$ cat src/rtl/uart_regs_arbiter_if.sv
// Bus bundle between the two cores, the arbiter and the UART register bank.
//   a_*/b_*  : per-core request channel (req/we/addr/wdata in, ack/err/rdata out)
//   reg_*    : single register-bank port (addr/we/re/wdata out, rdata in)
//   busy     : arbiter has an access in flight
// slave  = arbiter side, master = cores + register bank side.
interface uart_regs_arbiter_if;
  logic        a_req;
  logic        a_we;
  logic [21:0] a_addr;
  logic [31:0] a_wdata;
  logic        a_ack;
  logic        a_err;
  logic [31:0] a_rdata;

  logic        b_req;
  logic        b_we;
  logic [21:0] b_addr;
  logic [31:0] b_wdata;
  logic        b_ack;
  logic        b_err;
  logic [31:0] b_rdata;

  logic [21:0] reg_addr;
  logic        reg_we;
  logic        reg_re;
  logic [31:0] reg_wdata;
  logic [31:0] reg_rdata;

  logic        busy;

  modport slave (
    input  a_req, a_we, a_addr, a_wdata,
    output a_ack, a_err, a_rdata,
    input  b_req, b_we, b_addr, b_wdata,
    output b_ack, b_err, b_rdata,
    output reg_addr, reg_we, reg_re, reg_wdata,
    input  reg_rdata,
    output busy
  );

  modport master (
    output a_req, a_we, a_addr, a_wdata,
    input  a_ack, a_err, a_rdata,
    output b_req, b_we, b_addr, b_wdata,
    input  b_ack, b_err, b_rdata,
    input  reg_addr, reg_we, reg_re, reg_wdata,
    output reg_rdata,
    input  busy
  );
endinterface

$ cat src/rtl/uart_regs_arbiter.sv
// Two-master arbiter for the 4-channel UART register bank.
// Serialises core A / core B accesses (round robin on contention), checks
// per-core channel ownership and issues exactly one single-cycle reg_we or
// reg_re per legal access, since TDR writes and SR/RDR reads have side effects.
// Ports:
//   clk   : system clock, rising edge
//   rst_n : asynchronous active-low reset
//   bus   : uart_regs_arbiter_if.slave (core channels, register port, busy)
// Sequence per access: IDLE (grant + latch) -> ISSUE (strobe) -> RESP (ack).
module uart_regs_arbiter #(
  parameter logic [3:0]  A_CH_MASK = 4'b0011,
  parameter logic [3:0]  B_CH_MASK = 4'b1100,
  parameter logic [21:0] ADDR_MAX  = 22'h0f
) (
  input  logic                  clk,
  input  logic                  rst_n,
  uart_regs_arbiter_if.slave    bus
);

  typedef enum logic [1:0] {
    S_IDLE  = 2'd0,
    S_ISSUE = 2'd1,
    S_RESP  = 2'd2
  } state_e;

  state_e      state_q;
  logic        last_b_q;     // 1: core B held the last grant
  logic        gnt_b_q;      // core owning the access in flight
  logic        we_q;
  logic        illegal_q;
  logic        busy_q;

  // The reg_* registers double as the address/data latches of the granted
  // access; they are only non-zero while in ISSUE.
  logic [21:0] reg_addr_q;
  logic [31:0] reg_wdata_q;
  logic        reg_we_q;
  logic        reg_re_q;

  logic        a_ack_q, a_err_q;
  logic        b_ack_q, b_err_q;
  logic [31:0] a_rdata_q, b_rdata_q;

  // Grant selection and legality of the candidate request.
  logic        any_req;
  logic        pick_b;
  logic        sel_we;
  logic [21:0] sel_addr;
  logic [31:0] sel_wdata;
  logic [3:0]  sel_mask;
  logic        sel_legal;

  always_comb begin
    any_req   = bus.a_req | bus.b_req;
    // B wins only when A is idle or when A was granted last.
    pick_b    = bus.b_req & (~bus.a_req | ~last_b_q);
    sel_we    = pick_b ? bus.b_we    : bus.a_we;
    sel_addr  = pick_b ? bus.b_addr  : bus.a_addr;
    sel_wdata = pick_b ? bus.b_wdata : bus.a_wdata;
    sel_mask  = pick_b ? B_CH_MASK   : A_CH_MASK;
    sel_legal = (sel_addr <= ADDR_MAX) & sel_mask[sel_addr[3:2]];
  end

  always_ff @(posedge clk or negedge rst_n) begin
    if (!rst_n) begin
      state_q     <= S_IDLE;
      last_b_q    <= 1'b1;   // A wins the first tie
      gnt_b_q     <= 1'b0;
      we_q        <= 1'b0;
      illegal_q   <= 1'b0;
      busy_q      <= 1'b0;
      reg_addr_q  <= '0;
      reg_wdata_q <= '0;
      reg_we_q    <= 1'b0;
      reg_re_q    <= 1'b0;
      a_ack_q     <= 1'b0;
      a_err_q     <= 1'b0;
      b_ack_q     <= 1'b0;
      b_err_q     <= 1'b0;
      a_rdata_q   <= '0;
      b_rdata_q   <= '0;
    end else begin
      // Strobes, bank address and acks are single-cycle by construction.
      reg_we_q    <= 1'b0;
      reg_re_q    <= 1'b0;
      reg_addr_q  <= '0;
      reg_wdata_q <= '0;
      a_ack_q     <= 1'b0;
      a_err_q     <= 1'b0;
      b_ack_q     <= 1'b0;
      b_err_q     <= 1'b0;

      case (state_q)
        S_IDLE: begin
          if (any_req) begin
            gnt_b_q   <= pick_b;
            last_b_q  <= pick_b;
            we_q      <= sel_we;
            illegal_q <= ~sel_legal;
            busy_q    <= 1'b1;
            // Illegal accesses never reach the bank: no strobe, address 0.
            if (sel_legal) begin
              reg_we_q    <= sel_we;
              reg_re_q    <= ~sel_we;
              reg_addr_q  <= sel_addr;
              reg_wdata_q <= sel_wdata;
            end
            state_q <= S_ISSUE;
          end
        end

        S_ISSUE: begin
          // Capture read data now so it is already valid alongside the ack.
          if (!we_q) begin
            if (gnt_b_q) b_rdata_q <= illegal_q ? 32'd0 : bus.reg_rdata;
            else         a_rdata_q <= illegal_q ? 32'd0 : bus.reg_rdata;
          end
          if (gnt_b_q) begin
            b_ack_q <= 1'b1;
            b_err_q <= illegal_q;
          end else begin
            a_ack_q <= 1'b1;
            a_err_q <= illegal_q;
          end
          state_q <= S_RESP;
        end

        S_RESP: begin
          busy_q  <= 1'b0;
          state_q <= S_IDLE;
        end

        default: begin
          busy_q  <= 1'b0;
          state_q <= S_IDLE;
        end
      endcase
    end
  end

  assign bus.reg_addr  = reg_addr_q;
  assign bus.reg_wdata = reg_wdata_q;
  assign bus.reg_we    = reg_we_q;
  assign bus.reg_re    = reg_re_q;
  assign bus.a_ack     = a_ack_q;
  assign bus.a_err     = a_err_q;
  assign bus.a_rdata   = a_rdata_q;
  assign bus.b_ack     = b_ack_q;
  assign bus.b_err     = b_err_q;
  assign bus.b_rdata   = b_rdata_q;
  assign bus.busy      = busy_q;

endmodule

$ cat src/flat_wrapper.sv
// flat-port wrapper written by rule: the top's interface ports become plain ports
module uart_regs_arbiter_flat 
#(
  parameter logic [3:0]  A_CH_MASK = 4'b0011,
  parameter logic [3:0]  B_CH_MASK = 4'b1100,
  parameter logic [21:0] ADDR_MAX  = 22'h0f
)
  (clk, rst_n, bus_a_req, bus_a_we, bus_a_addr, bus_a_wdata, bus_a_ack, bus_a_err, bus_a_rdata, bus_b_req, bus_b_we, bus_b_addr, bus_b_wdata, bus_b_ack, bus_b_err, bus_b_rdata, bus_reg_addr, bus_reg_we, bus_reg_re, bus_reg_wdata, bus_reg_rdata, bus_busy);
  uart_regs_arbiter_if bus_i ();
  input  logic clk;
  input  logic rst_n;
  input wire logic [$bits(bus_i.a_req)-1:0] bus_a_req;
  input wire logic [$bits(bus_i.a_we)-1:0] bus_a_we;
  input wire logic [$bits(bus_i.a_addr)-1:0] bus_a_addr;
  input wire logic [$bits(bus_i.a_wdata)-1:0] bus_a_wdata;
  output wire logic [$bits(bus_i.a_ack)-1:0] bus_a_ack;
  output wire logic [$bits(bus_i.a_err)-1:0] bus_a_err;
  output wire logic [$bits(bus_i.a_rdata)-1:0] bus_a_rdata;
  input wire logic [$bits(bus_i.b_req)-1:0] bus_b_req;
  input wire logic [$bits(bus_i.b_we)-1:0] bus_b_we;
  input wire logic [$bits(bus_i.b_addr)-1:0] bus_b_addr;
  input wire logic [$bits(bus_i.b_wdata)-1:0] bus_b_wdata;
  output wire logic [$bits(bus_i.b_ack)-1:0] bus_b_ack;
  output wire logic [$bits(bus_i.b_err)-1:0] bus_b_err;
  output wire logic [$bits(bus_i.b_rdata)-1:0] bus_b_rdata;
  output wire logic [$bits(bus_i.reg_addr)-1:0] bus_reg_addr;
  output wire logic [$bits(bus_i.reg_we)-1:0] bus_reg_we;
  output wire logic [$bits(bus_i.reg_re)-1:0] bus_reg_re;
  output wire logic [$bits(bus_i.reg_wdata)-1:0] bus_reg_wdata;
  input wire logic [$bits(bus_i.reg_rdata)-1:0] bus_reg_rdata;
  output wire logic [$bits(bus_i.busy)-1:0] bus_busy;
  assign bus_i.a_req = bus_a_req;
  assign bus_i.a_we = bus_a_we;
  assign bus_i.a_addr = bus_a_addr;
  assign bus_i.a_wdata = bus_a_wdata;
  assign bus_a_ack = bus_i.a_ack;
  assign bus_a_err = bus_i.a_err;
  assign bus_a_rdata = bus_i.a_rdata;
  assign bus_i.b_req = bus_b_req;
  assign bus_i.b_we = bus_b_we;
  assign bus_i.b_addr = bus_b_addr;
  assign bus_i.b_wdata = bus_b_wdata;
  assign bus_b_ack = bus_i.b_ack;
  assign bus_b_err = bus_i.b_err;
  assign bus_b_rdata = bus_i.b_rdata;
  assign bus_reg_addr = bus_i.reg_addr;
  assign bus_reg_we = bus_i.reg_we;
  assign bus_reg_re = bus_i.reg_re;
  assign bus_reg_wdata = bus_i.reg_wdata;
  assign bus_i.reg_rdata = bus_reg_rdata;
  assign bus_busy = bus_i.busy;
  uart_regs_arbiter #(.A_CH_MASK(A_CH_MASK), .B_CH_MASK(B_CH_MASK), .ADDR_MAX(ADDR_MAX)) u_core (.clk(clk), .rst_n(rst_n), .bus(bus_i));
endmodule
$ cat config.mk
export PLATFORM = sky130hd
export DESIGN_NAME = uart_regs_arbiter_flat
export DESIGN_NICKNAME = d
export VERILOG_FILES = /design/src/rtl/uart_regs_arbiter_if.sv /design/src/rtl/uart_regs_arbiter.sv /design/src/flat_wrapper.sv
export SDC_FILE = /design/constraint.sdc
export NUM_CORES = 1
export LEC_CHECK = 0
export BUFFER_PORTS_ARGS = -buffer_cell sky130_fd_sc_hd__buf_2
export CELL_PAD_IN_SITES_DETAIL_PLACEMENT = 1
export CELL_PAD_IN_SITES_GLOBAL_PLACEMENT = 2
export CORE_ASPECT_RATIO = 1.75
export CORE_MARGIN = 3
export CORE_UTILIZATION = 24
export CTS_BUF_LIST = sky130_fd_sc_hd__clkbuf_4
export CTS_CLUSTER_DIAMETER = 150
export DETAILED_ROUTE_END_ITERATION = 10
export PLACE_DENSITY = 0.82
export SYNTH_ARGS = -nofsm -noshare
export SYNTH_HDL_FRONTEND = slang
export SYNTH_SLANG_ARGS = --single-unit
$ cat constraint.sdc
create_clock -name clk -period 1.6 [get_ports clk]
set_input_delay 0.32 -clock clk [delete_from_list [all_inputs] [get_ports clk]]
set_output_delay 0.32 -clock clk [all_outputs]
set_load 0.1 [all_outputs]
==> impl_metrics.toml <==
[status]
status = "finished with violations"
violations = "negative setup slack"

[cts]
path_clk_slew_ns = 0.12
numClockSinks = 131
cts_made_buffers = 17
cts_tree = "built"
worstSkewPairLatency_ns = 0.52
cts_buffer_depth = 2
cts_root_buf = "clkbuf_4"
cts_max_level = 4

[critical_path]
crit_family = "simple AND/OR/NAND/NOR gates"
worstPathRequired_ns = 2.03
start_kind = "flop"
crit_slowest_cell = "or4_4"
crit_path_end_kind = "flop"
worstPathCellList = "a21boi_4 -> or4_4 -> buf_12 -> o211a_1"
max_stage_delay_ns = 0.62
crit_fanout = 12
crit_buf_inv = 1
cp.arrival_ns = 2.12
path_class = "reg2reg"

[floorplanning]
die_y_um = 197
num_rows = 69
ios = 271
die_area_mm2 = 0.0228
die_w_um = 115
initial_utilization_pct = 24.5
core_mm2 = 0.0205

[synth]
yosys_warnings = 0
yosysTopAreaCellShare_pct = 64.8
synth_area_leaders = "dfrtp_1 65%, mux2i_1 7.2%, o21ai_0 6.6%, nand2_1 5.1%, nand2b_1 4.1%"
yosysUniqueCellTypes = 30
netlist_area_mm2 = 0.00502
synthArstFlopShare_pct = 100
yosys_most_used_dff = "dfrtp_1"
synth_seq_area_share_pct = 65.3
yosysTopAreaCell = "dfrtp_1"
synth-edff-count = 0
ys_ff_latch = 131
syn_inst = 431
avgSynthCellArea_um2 = 11.6

[sta]
hold_viol = 0
finalSetupViolCount = 38
rsz0062_at_grt = "true"
max_freq_mhz = 592
maxSlewViolCount = 0
timing.setup.tns_ns = -1.96
period_minus_slack_ns = 1.69
clock_skew_ns = 0.0172
min_period_over_period_pct = 106
fin_ws_ns = -0.0890
holdWs_ns = 0.0677

[place]
dp_cells = 964
dp_hpwl_mm = 12.6
pre_cts_ws_ns = -0.234
port_buffers = 270
place_congestion = 0.744

[route]
drt_first_pass_iters = 4
drc = 0
drt_wl_total_mm = 17.9
viasPerCell = 4.32
drt-initial-drc-count = 120
ant_nets = 0
vias = 4514
wire_per_inst_um = 17.2

[final_layout]
areaGrowthSynthToFinish_pct = 66.7
final_nets = 929
instances_no_fill = 1044
layout-drive-gt1-share_pct = 47.4
n_fill_cell = 2293

[global_route]
grt_max_degree = 49
antenna_found_initial = 2
grt_usage_pct = 15.6
gr-total-overflow = 0
grt_pass1_vias = 5041
grt_pass1_wl_mm = 26.8

[pwr]
p_total_uw = 13100
vdd_drop_max_uv = 699
pwr_density_cell_mw_per_mm2 = 1560
power_leakage_uw = 0.00415

[flow_run]
maxCapViolations = 0

[min_path]
min_path_type = "in2reg"
tightest hold or removal path: cells and delay by family:
| family | cells | cell delay [ns] |
|---|---|---|
| and+or+nand+nor | 1 | 0.07 |
| buffers and inverters | 1 | 0.10 |
| AOI/OAI and AO/OA | 1 | 0.07 |
registers in the layout, indices dropped and copies added, names as in the netlist:
signal / count
u_core.bus.reg_addr: 22
u_core.bus.reg_we: 1
u_core.bus.busy: 1
u_core.bus.a_err: 1
u_core.state_q: 2
u_core.bus.a_ack: 1
u_core.last_b_q: 1
u_core.bus.b_ack: 1
u_core.bus.b_rdata: 32
u_core.we_q: 1
u_core.gnt_b_q: 1
u_core.bus.b_err: 1
u_core.bus.reg_wdata: 32
u_core.bus.a_rdata: 32
u_core.bus.reg_re: 1
u_core.illegal_q: 1
cells by family (layout without fill, tap and decap cells):
family,count (synthesis),in the layout,synth area share [%]
AOI/OAI and AO/OA,108,108,12.5
buffers and inverters,32,379,2.99
and+or+nand+nor,123,123,12.0
other,1,19,0.0747
muxes,36,36,7.18
DFF,131,131,65.3
cell type report:
cell class / instances / area, um2 / share of cell area, %
Clock inverter: 12 / 116 / 1.39
Sequential cell: 131 / 3280 / 39.2
Multi-Input combinational cell: 285 / 1750 / 20.9
Timing Repair Buffer: 344 / 2750 / 32.9
Tap cell: 248 / 310 / 3.71
Antenna cell: 1 / 2.50 / 0.0299
Clock buffer: 19 / 143 / 1.70
Inverter: 4 / 15.0 / 0.179
per-stage QoR:
step	util [%]	area, um2
2_1_floorplan	-	5120
3_3_place_gp	34.0	6950
3_5_place_dp	34.0	6950
4_1_cts	39.2	8010
5_1_grt	40.9	8370
6_report	40.9	8370
where the power goes:
part | leakage (uW) | total [uW] | internal (uW) | switching [uW]
sequential | 0.00175 | 4260 | 3860 | 397
combinational | 0.00226 | 6660 | 1750 | 4910
clock | 0.000143 | 2160 | 930 | 1230
total | 0.00415 | 13100 | 6540 | 6540
path summary, 6_finish.rpt:
path	from	end	slack (ns)	cells after the start
setup / recovery	u_core.last_b_q	u_core.illegal_q	-0.09	4
hold / removal	bus_reg_rdata[0]	u_core.bus.b_rdata[0]	0.07	3
setup reg to reg	u_core.last_b_q	u_core.illegal_q	-0.09	4
hold reg to reg	u_core.bus.a_rdata[10]	u_core.bus.a_rdata[10]	0.49	2
max in group asynchronous	rst_n	u_core.last_b_q	0.83	3
min in group asynchronous	rst_n	u_core.bus.reg_addr[17]	0.19	2
what timing repair did:
| action | 4_1_cts | 5_1_grt |
|---|---|---|
| resized for setup | 147 | 68 |
| hold buffers | 38 | 2 |
| pin swaps | 0 | 5 |
| hold endpoints to repair | 165 | 3 |
| setup endpoints to repair | 165 | 118 |
| cloned | 1 | 4 |
| buffers inserted | 1 | 2 |
synthesized netlist by cell type, drive strengths merged (2+ instances only):
cell type  number
nand2b         33
and2            2
nor4            7
inv             4
or3             2
nand4           2
nand2          68
clkbuf         19
nor2            2
buf             9
dfrtp         130
a21oi          37
a21boi          2
mux2i          36
o21ai          67
routing by layer:
layer  wire, um  vias to the layer above  global-route usage, %
met3       1050                       27                   4.69
met2      10400                      176                   29.9
li1           -                     2139                      -
met1       6030                     2170                   14.9
met5         13                        -                      0
met4        475                        2                   6.35
cell usage in the layout (no fill, tap or decap), types with 5 or more instances in the layout:
| master | netlist | layout |
|---|---|---|
| buf_4 | 0 | 84 |
| clkbuf_4 | 0 | 19 |
| buf_6 | 3 | 61 |
| conb_1 | 1 | 18 |
| o21ai_1 | 1 | 7 |
| clkinv_2 | 0 | 5 |
| buf_12 | 0 | 9 |
| o21ai_0 | 66 | 60 |
| buf_2 | 6 | 144 |
| nand2_1 | 68 | 68 |
| dlygate4sd3_1 | 0 | 40 |
| a21oi_2 | 20 | 33 |
| nand2b_1 | 33 | 33 |
| mux2i_1 | 36 | 36 |
| dfrtp_1 | 130 | 130 |
No activity file was read; power rests on OpenSTA's default activity.
